--- src/rtl/pc_pkg.sv ---
// Shared definitions for the fetch-stage program counter.
// Provides the default PC width and reset vector (also used by BranchFormat),
// the FSM state encoding and the next-PC source selector.
package pc_pkg;

    localparam int unsigned PC_WIDTH_DEF     = 8;
    localparam logic [7:0]  RESET_VECTOR_DEF = 8'h00;

    typedef enum logic [1:0] {
        ST_BOOT     = 2'd0,
        ST_RUN      = 2'd1,
        ST_REDIRECT = 2'd2,
        ST_HALTED   = 2'd3
    } pc_state_t;

    typedef enum logic [1:0] {
        SEL_HOLD   = 2'd0,
        SEL_INC    = 2'd1,
        SEL_BRANCH = 2'd2
    } pc_sel_t;

endpackage

--- src/rtl/pc_next_select.sv ---
// Next-PC selector for the fetch stage.
// Ports:
//   i_sel       source select from the FSM decode (hold / increment / branch)
//   i_pc        current PC
//   i_target    branch target
//   o_pc_next   selected next PC
//   o_pc_plus1  PC+1 modulo 2^PC_WIDTH (carry discarded)
module pc_next_select
    import pc_pkg::*;
#(
    parameter int unsigned PC_WIDTH = PC_WIDTH_DEF
) (
    input  pc_sel_t             i_sel,
    input  logic [PC_WIDTH-1:0] i_pc,
    input  logic [PC_WIDTH-1:0] i_target,
    output logic [PC_WIDTH-1:0] o_pc_next,
    output logic [PC_WIDTH-1:0] o_pc_plus1
);

    logic [PC_WIDTH-1:0] w_pc_plus1;

    // Same-width sum: FF+1 wraps to 00 without a carry out.
    assign w_pc_plus1 = i_pc + PC_WIDTH'(1);
    assign o_pc_plus1 = w_pc_plus1;

    always_comb begin
        o_pc_next = i_pc;
        case (i_sel)
            SEL_INC:    o_pc_next = w_pc_plus1;
            SEL_BRANCH: o_pc_next = i_target;
            default:    o_pc_next = i_pc;
        endcase
    end

endmodule

--- src/rtl/program_counter_unit.sv ---
// Fetch-stage program counter with branch redirect, stall, one-bubble flush
// and HALT/resume control.
// Ports:
//   Clock, ResetN    rising-edge clock, asynchronous active-low reset
//   Stall            decode hazard, hold PC
//   BranchTaken      branch resolved taken; BranchTarget is the new PC
//   Halt, Resume     enter / leave the HALTED state
//   PC, PCPlus1      fetch address and its link value (PCPlus1 combinational)
//   FetchValid       instruction at PC is valid for decode
//   Flush            kill the instruction currently in decode
//   Halted           FSM is in HALTED
//   FetchCount       valid fetches retired since reset
module program_counter_unit
    import pc_pkg::*;
#(
    parameter int unsigned             PC_WIDTH     = PC_WIDTH_DEF,
    parameter logic [PC_WIDTH-1:0]     RESET_VECTOR = PC_WIDTH'(RESET_VECTOR_DEF),
    parameter int unsigned             COUNT_WIDTH  = 32
) (
    input  logic                   Clock,
    input  logic                   ResetN,
    input  logic                   Stall,
    input  logic                   BranchTaken,
    input  logic [PC_WIDTH-1:0]    BranchTarget,
    input  logic                   Halt,
    input  logic                   Resume,
    output logic [PC_WIDTH-1:0]    PC,
    output logic [PC_WIDTH-1:0]    PCPlus1,
    output logic                   FetchValid,
    output logic                   Flush,
    output logic                   Halted,
    output logic [COUNT_WIDTH-1:0] FetchCount
);

    pc_state_t r_state;
    pc_state_t w_state_nxt;

    logic [PC_WIDTH-1:0]    r_pc;
    logic                   r_fetch_valid;
    logic                   r_flush;
    logic                   r_halted;
    logic [COUNT_WIDTH-1:0] r_fetch_count;

    pc_sel_t                w_sel;
    logic [PC_WIDTH-1:0]    w_pc_next;
    logic [PC_WIDTH-1:0]    w_pc_plus1;
    logic                   w_fv_nxt;
    logic                   w_flush_nxt;
    logic                   w_halted_nxt;
    logic                   w_count_en;

    pc_next_select #(
        .PC_WIDTH (PC_WIDTH)
    ) u_next_select (
        .i_sel      (w_sel),
        .i_pc       (r_pc),
        .i_target   (BranchTarget),
        .o_pc_next  (w_pc_next),
        .o_pc_plus1 (w_pc_plus1)
    );

    // State register
    always_ff @(posedge Clock or negedge ResetN) begin
        if (!ResetN) begin
            r_state <= ST_BOOT;
        end else begin
            r_state <= w_state_nxt;
        end
    end

    // Next-state logic: BranchTaken > Halt in RUN; Resume alone leaves HALTED
    always_comb begin
        w_state_nxt = r_state;
        case (r_state)
            ST_BOOT: w_state_nxt = ST_RUN;
            ST_RUN: begin
                if (BranchTaken)  w_state_nxt = ST_REDIRECT;
                else if (Halt)    w_state_nxt = ST_HALTED;
                else              w_state_nxt = ST_RUN;
            end
            ST_REDIRECT: begin
                if (BranchTaken)  w_state_nxt = ST_REDIRECT;
                else              w_state_nxt = ST_RUN;
            end
            ST_HALTED: begin
                if (Resume)       w_state_nxt = ST_RUN;
                else              w_state_nxt = ST_HALTED;
            end
        endcase
    end

    // Output decode: next values for the registered outputs and PC source
    always_comb begin
        w_sel        = SEL_HOLD;
        w_fv_nxt     = r_fetch_valid;
        w_flush_nxt  = 1'b0;
        w_halted_nxt = r_halted;
        w_count_en   = 1'b0;
        case (r_state)
            ST_BOOT: begin
                w_fv_nxt     = 1'b1;
                w_halted_nxt = 1'b0;
            end
            ST_RUN: begin
                if (BranchTaken) begin
                    w_sel       = SEL_BRANCH;
                    w_flush_nxt = 1'b1;
                    w_fv_nxt    = 1'b0;
                end else if (Halt) begin
                    w_fv_nxt     = 1'b0;
                    w_halted_nxt = 1'b1;
                end else if (Stall) begin
                    w_sel = SEL_HOLD;
                end else begin
                    w_sel      = SEL_INC;
                    w_count_en = r_fetch_valid;
                end
            end
            ST_REDIRECT: begin
                if (BranchTaken) begin
                    w_sel       = SEL_BRANCH;
                    w_flush_nxt = 1'b1;
                    w_fv_nxt    = 1'b0;
                end else begin
                    w_fv_nxt = 1'b1;
                end
            end
            ST_HALTED: begin
                // PC is frozen here; the resume cycle does not increment it
                if (Resume) begin
                    w_fv_nxt     = 1'b1;
                    w_halted_nxt = 1'b0;
                end else begin
                    w_fv_nxt = 1'b0;
                end
            end
        endcase
    end

    // Registered outputs
    always_ff @(posedge Clock or negedge ResetN) begin
        if (!ResetN) begin
            r_pc          <= RESET_VECTOR;
            r_fetch_valid <= 1'b0;
            r_flush       <= 1'b0;
            r_halted      <= 1'b0;
            r_fetch_count <= '0;
        end else begin
            r_pc          <= w_pc_next;
            r_fetch_valid <= w_fv_nxt;
            r_flush       <= w_flush_nxt;
            r_halted      <= w_halted_nxt;
            if (w_count_en) begin
                r_fetch_count <= r_fetch_count + COUNT_WIDTH'(1);
            end
        end
    end

    assign PC         = r_pc;
    assign PCPlus1    = w_pc_plus1;
    assign FetchValid = r_fetch_valid;
    assign Flush      = r_flush;
    assign Halted     = r_halted;
    assign FetchCount = r_fetch_count;

endmodule

--- config.mk ---
export PLATFORM = sky130hd
export DESIGN_NAME = program_counter_unit
export DESIGN_NICKNAME = d
export VERILOG_FILES = /design/src/rtl/pc_pkg.sv /design/src/rtl/pc_next_select.sv /design/src/rtl/program_counter_unit.sv
export SDC_FILE = /design/constraint.sdc
export NUM_CORES = 1
export LEC_CHECK = 0
export ABC_CLOCK_PERIOD_IN_PS = 2100
export CORE_MARGIN = 2
export CORE_UTILIZATION = 43
export CTS_CLUSTER_DIAMETER = 200
export DETAILED_ROUTE_END_ITERATION = 16
export PLACE_DENSITY = 0.76
export SYNTH_ARGS = -nofsm -noshare
export SYNTH_HDL_FRONTEND = slang
export SYNTH_SLANG_ARGS = --single-unit
--- constraint.sdc ---
create_clock -name Clock -period 2.1 [get_ports Clock]
set_input_delay 0.21 -clock Clock [delete_from_list [all_inputs] [get_ports Clock]]
set_output_delay 0.21 -clock Clock [all_outputs]
set_load 0.03 [all_outputs]
==> results of run 1 <==
==> worst max-delay path, delay by kind of cell (launching register included) <==
family                   cells  cell delay, ns
flip-flops                   1            0.42
AO/OA/AOI/OAI                1            0.18
AND/OR/NAND/NOR              4            0.43
adder cells (fa/ha/maj)      2            0.57
buffers and inverters        3            0.34
==> metrics by stage <==
stage | area, µm² | hold slack [ns] | setup WS, ns
after floorplan | 2350 | -0.0856 | 0.0301
final | 3390 | 0.412 | 0.0300
after detailed placement | 3170 | 0.206 | -0.0427
after CTS | 3290 | 0.424 | 0.0113
after global routing | 3390 | 0.452 | -0.0670
after global placement | 3170 | 0.205 | -0.00925
==> layout make-up <==
type / instances / share of cell area, %
clock buffers: 7 / 2.54
clock inverters: 1 / 0.885
inverters: 9 / 0.996
multi-input cells: 174 / 35.8
flip-flops and latches: 45 / 33.2
well taps: 70 / 2.58
repair buffers: 85 / 24.0
==> power breakdown <==
group | leakage, nW | internal [W] | total [W] | switching [W]
Clock | 0.0585 | 0.000388 | 0.000675 | 0.000287
Sequential | 0.587 | 0.000998 | 0.00117 | 0.000169
Combinational | 0.905 | 0.000762 | 0.00172 | 0.000960
Total | 1.55 | 0.00215 | 0.00356 | 0.00142
==> path summary, 6_finish.rpt <==
kind                                      start              to  slack [ns]  cells after the start
max in group asynchronous                ResetN  FetchCount[26]        1.48                      3
worst max-delay path                 r_state[1]           PC[6]        0.03                     10
worst max register to register       r_state[1]           PC[6]        0.03                     10
worst min-delay path                     ResetN   FetchCount[4]        0.41                      3
min in group Clock              BranchTarget[0]           PC[0]        0.48                      3
worst min register to register   FetchCount[24]  FetchCount[24]        0.49                      1
==> routing by layer <==
metal / up-vias / share of wire [%] / GRT usage (%)
li1: 994 / - / -
met1: 957 / 43 / 23.6
met2: 84 / 47 / 29.5
met3: 9 / 8.0 / 5.93
met4: 0 / 1.3 / 5.96
met5: - / 0 / 0
==> timing repair <==
action | in CTS | in global routing
hold endpoints to repair | 45 | 0
cloned | 0 | 1
gates resized for setup | 4 | 24
hold buffers | 1 | 0
setup buffers | 0 | 6
endpoints found under the setup margin | 4 | 25
pin swaps | 0 | 7
==> cell usage after synthesis, drive strengths merged, types with 2 or more instances <==
library cell / instances
and4: 5
a22oi: 4
buf: 2
nand4: 14
a21oi: 5
ha: 9
o21ai: 11
nor2b: 2
nor3: 6
a31oi: 3
and3: 7
xor2: 20
nand2: 16
and2: 2
or2: 2
nand3: 10
xnor2: 17
inv: 9
nor4: 4
dfrtp: 45
clkbuf: 4
nor2: 28
==> registers in the layout (all words and copies together) (netlist names) <==
register    cells
FetchCount     32
Flush           1
r_state         2
FetchValid      1
Halted          1
PC              8
==> cell usage in the layout (no fill, tap or decap), types with 4 or more instances in the layout <==
cell	Yosys	routed
and3_1	6	4
nand4_1	13	13
o21ai_0	11	9
nand2_1	16	16
a22oi_1	4	4
nor2_1	28	26
dfrtp_1	45	45
nor3_1	6	6
ha_1	9	7
xor2_1	20	20
a21oi_1	5	5
buf_4	0	16
clkbuf_8	0	6
xnor2_1	17	16
clkdlybuf4s50_1	0	58
nand3_1	10	10
inv_1	9	8
and4_1	5	5
==> cell families after synthesis <==
logic type | share of synthesized area (%)
and+or+nand+nor | 23.2
muxes | 0.905
xor gates and xnor gates | 13.8
buffers and inverters | 2.45
AOI/OAI and AO/OA | 6.92
DFF | 47.9
adders and majority gates | 4.79
==> reports/results.tsv, run 1 <==
stage	metric	value	unit
finish	fill_cells	431	
finish	multi_input_area	1210	µm²
routing	drc_errors	0	
clock_network	cts_buffer_depth	2	
routing	wl_per_cell	13.8	µm
timing	fmax	483	MHz
clock_network	cts_tree	yes	
place	dp.cells	375	
logic_synthesis	synth_cell_types	36	
clock_network	clk_latency	0.29	ns
global_routing	grt_pass1_wl	9.10	mm
die	coreArea	5200	µm²
logic_synthesis	postSynthCellCount	234	
global_routing	grt_overflow	0	
logic_synthesis	ys_ff_latch	45	
timing	hold_viol	0	
setup_path	cp_max_fo	7	
routing	vias_per_cell	5.23	
timing	worst_pin_slew	0.355	ns
finish	fin_util	65.2	%
clock_network	cts_max_level	2	
timing	finalSetupTns	0	ns
routing	drt-initial-drc-count	125	
worst_hold_path	min_path_type	input port to async pin	
logic_synthesis	async_reset_ff_share	100	%
global_routing	antenna_found_initial	0	
clock_network	cts_sinks	45	
place	gp_congestion	0.818	
setup_path	path_cells	inv_2 -> buf_4 -> ha_1 -> nor2b_2 -> nand3_1 -> ha_2 -> buf_6 -> nor4_2 -> a31oi_1 -> nand2_1	
setup_path	required	2.28	ns
routing	via_count	2044	
setup_path	cpPeakStageDelay	0.42	ns
timing	period_minus_slack	2.07	ns
logic_synthesis	yosysTopAreaCellShare	47.9	%
die	chipWidth	77.9	µm
logic_synthesis	yosys.area.top_type	dfrtp_1	
logic_synthesis	ys_top_cells_by_area	dfrtp_1 48%, xor2_1 7.5%, xnor2_1 6.3%, ha_1 4.8%, nor2_1 4.5%	
setup_path	worstSetupPathType	flop to flop	
die	fp-row-count	26	
setup_path	crit_arrival	2.25	ns
finish	nNetsFinal	343	
global_routing	grtUsageTotal	18.4	%
logic_synthesis	synthFlopType	dfrtp_1	
routing	antenna_left	0	
die	start_util	45.1	%
finish	drive_above_1_share	16.2	%
finish	layoutNonFillerInstCount	391	
clock_network	clkTransAtPathRegs	0.09	ns
power_and_ir_drop	ir_worst_vdd	1070	µV
routing	totalWireLength	5.38	mm
place	dp_hpwl	3.73	mm
logic_synthesis	syn-num-nets	257	
logic_synthesis	ys_seq_area_share	47.9	%
power_and_ir_drop	finalPower	0.00356	W
clock_network	root_buffer	clkbuf_8	
global_routing	grt_pass1_vias	2034	
timing	final_max_slew_viol_count	0	
outcome	status	finished, final reports clean	
timing	finalCritPeriodShare	98.6	%
finish	diodes	0	
timing	rsz0062_at_grt	true	
logic_synthesis	syn_area	2350	µm²
power_and_ir_drop	p_leak	1.55	nW
clock_network	numCtsBuffers	5	
die	pin_count	65	
die	die_h	77.9	µm
logic_synthesis	syn_avg_cell_area	10.0	µm²
die	dieArea	6070	µm²
finish	regArea	1130	µm²
logic_synthesis	synth_edf_count	0	
finish	synthToLayoutAreaGrowth	44.4	%
logic_synthesis	synth_warnings	0	
global_routing	grt_start_max_net_pins	46	
setup_path	cp_slowest_cell	dfrtp_1	
setup_path	cp-end-kind	flop	
power_and_ir_drop	power_density	1050	nW/µm²
routing	firstDrtPassIters	4	
timing	setup_viol	0	
place	io_buffer_count	64	
setup_path	start_kind	flop	
timing	clock_skew	0.00692	ns
job	cap_viol_max_count	0	
timing	slew_headroom	76.2	%
No activity file was read; power rests on OpenSTA's default activity.
==> run 2: changes to the inputs <==
- SLEW_MARGIN: unset -> 40
==> results of run 2 <==
No change in the layout: final DEF, timing and power equal those of run 1.
==> run 3: changes to the inputs <==
- ABC_AREA: unset -> 1
- CORE_ASPECT_RATIO: unset -> 1.5
- CORE_UTILIZATION: 43 -> 45
- PLACE_DENSITY: 0.76 -> 0.77
- REMOVE_ABC_BUFFERS: unset -> 1
==> reports/results.tsv, run 3 <==
stage	metric	value	unit
place	io_buffer_count	64	
die	fp-row-count	34	
logic_synthesis	ys_seq_area_share	42.6	%
logic_synthesis	ys_ff_latch	45	
clock_network	cts_sinks	45	
finish	fill_cells	540	
clock_network	numCtsBuffers	5	
logic_synthesis	synth_cell_types	27	
power_and_ir_drop	power_density	1030	nW/µm²
timing	finalCritPeriodShare	92.4	%
clock_network	cts_max_level	2	
logic_synthesis	syn_area	2640	µm²
clock_network	root_buffer	clkbuf_8	
setup_path	path_cells	nand3_1 -> nor2_1 -> nand4_1 -> nand2_1 -> dlygate4sd2_1	
routing	antenna_left	0	
timing	rsz0062_at_grt	false	
place	dp.cells	481	
setup_path	cp-end-kind	primary output	
finish	mostFrequentLayoutCells	87 x nand2_1, 57 x clkdlybuf4s50_1, 45 x dfrtp_1, 43 x inv_1, 43 x nor2_1	
logic_synthesis	synthFlopType	dfrtp_1	
routing	via_count	2428	
die	coreArea	5740	µm²
finish	largest_reg_flops	32	
logic_synthesis	syn_avg_cell_area	7.73	µm²
die	start_util	46.0	%
timing	clock_skew	0.0132	ns
die	pin_count	65	
die	dieArea	6520	µm²
finish	layoutNonFillerInstCount	490	
clock_network	cts_setup_buffers	0	
logic_synthesis	async_reset_ff_share	100	%
timing	hold_viol	0	
clock_network	clk_latency	0.30	ns
finish	nNetsFinal	440	
power_and_ir_drop	finalPower	0.00361	W
global_routing	grt_start_max_net_pins	46	
logic_synthesis	synthTopCellsByCount	87 x nand2_1, 45 x dfrtp_1, 44 x inv_1	
setup_path	worstSetupPathType	flop to primary output	
finish	diodes	0	
timing	finalSetupTns	0	ns
global_routing	grt_overflow	0	
timing	setup_viol	0	
die	chipWidth	66.6	µm
worst_hold_path	min_path_type	input port to async pin	
setup_path	crit_arrival	1.73	ns
logic_synthesis	yosys.area.top_type	dfrtp_1	
timing	fin_ws	0.159	ns
logic_synthesis	ys_top_cells_by_area	dfrtp_1 43%, nand2_1 12%, inv_1 6.2%, nor2_1 6.1%, xnor2_1 5.0%	
routing	wl_per_cell	12.5	µm
setup_path	cp_max_fo	5	
setup_path	cpPeakStageDelay	0.45	ns
global_routing	grt_pass1_vias	2472	
place	dp_worst_setup_slack	0.0326	ns
clock_network	cts_tree	yes	
finish	final_common_cell	nand2_1	
global_routing	antenna_found_initial	0	
logic_synthesis	synth_warnings	0	
finish	synthToLayoutAreaGrowth	33.0	%
finish	drive_above_1_share	8.85	%
place	dp_hpwl	4.83	mm
power_and_ir_drop	ir_worst_vdd	1040	µV
place	gp_congestion	0.870	
timing	final_max_slew_viol_count	0	
setup_path	start_kind	flop	
routing	drt-initial-drc-count	66	
timing	fmax	515	MHz
timing	slew_headroom	62.8	%
routing	firstDrtPassIters	4	
power_and_ir_drop	p_leak	1.61	nW
timing	period_minus_slack	1.94	ns
routing	vias_per_cell	4.96	
routing	totalWireLength	6.14	mm
clock_network	cts_buffer_depth	2	
outcome	status	finished, final reports clean	
global_routing	grtUsageTotal	20.9	%
timing	worst_pin_slew	0.559	ns
die	die_h	97.9	µm
setup_path	required	1.89	ns
routing	drc_errors	0	
setup_path	cp_slowest_cell	dfrtp_1	
logic_synthesis	synth_edf_count	0	
logic_synthesis	yosysTopAreaCellShare	42.6	%
job	cap_viol_max_count	0	
clock_network	clkTransAtPathRegs	0.09	ns
logic_synthesis	postSynthCellCount	342	
global_routing	grt_pass1_wl	10.6	mm
logic_synthesis	synth.most_common_cell	nand2_1	
[run 3: power by group]
group,switching [W],total (W),internal [W]
clock,0.000311,0.000668,0.000356
combinational,0.00108,0.00176,0.000679
sequential,0.000167,0.00118,0.00102
total,0.00156,0.00361,0.00205
[run 3: routing by layer]
layer	global-route usage (%)	vias to the layer above	share of wire [%]	wire, µm
met5	0	-	0	0
met4	11.0	0	3.3	205
met3	4.15	15	4.1	251
met2	38.7	59	54	3320
met1	21.1	1131	38	2360
li1	-	1223	-	-
[run 3: final timing paths]
path	start	to	cells after the start	slack, ns
min in group Clock	FetchCount[26]	FetchCount[26]	2	0.51
worst min-delay path	ResetN	FetchCount[23]	3	0.51
max in group asynchronous	ResetN	FetchCount[24]	3	1.20
worst max register to register	r_state[1]	PC[6]	9	0.19
worst max-delay path	PC[2]	PCPlus1[7]	5	0.16
worst min register to register	FetchCount[26]	FetchCount[26]	2	0.51
[run 3: repair_timing]
item	in CTS	in global routing
endpoints found under the setup margin	4	6
pin swaps	0	0
gates resized for setup	4	7
hold buffers	1	0
hold endpoints to repair	24	0
[run 3: per-stage QoR]
stage	utilization, %	hold WS (ns)	cell area [µm²]
5_1_grt	61.2	0.535	3520
2_1_floorplan	-	-0.0856	2630
3_3_place_gp	59.1	0.322	3390
3_5_place_dp	59.1	0.333	3390
4_1_cts	61.2	0.519	3510
6_report	61.2	0.508	3520
[run 3: kinds of logic after synthesis]
kind of cell / Yosys count / synth area share [%]
flops: 45 / 42.6
simple gates: 188 / 32.3
compound gates: 27 / 5.49
xor+xnor: 25 / 8.28
fa+ha+maj: 9 / 4.26
buf+inv: 48 / 7.10
[run 3: cell type report]
type | instances | area [µm²] | area share [%]
clock buffers | 5 | 68.8 | 1.96
clock inverters | 3 | 46.3 | 1.32
inverters | 46 | 176 | 5.02
multi-input cells | 249 | 1330 | 37.8
flip-flops and latches | 45 | 1130 | 32.0
well taps | 72 | 90.1 | 2.56
repair buffers | 70 | 679 | 19.3
[run 3: worst max-delay path: cells and delay by family (launching register included)]
kind                   cells  cell delay (ns)
and+or+nand+nor            4             0.58
DFF                        1             0.45
buffers and inverters      1             0.40
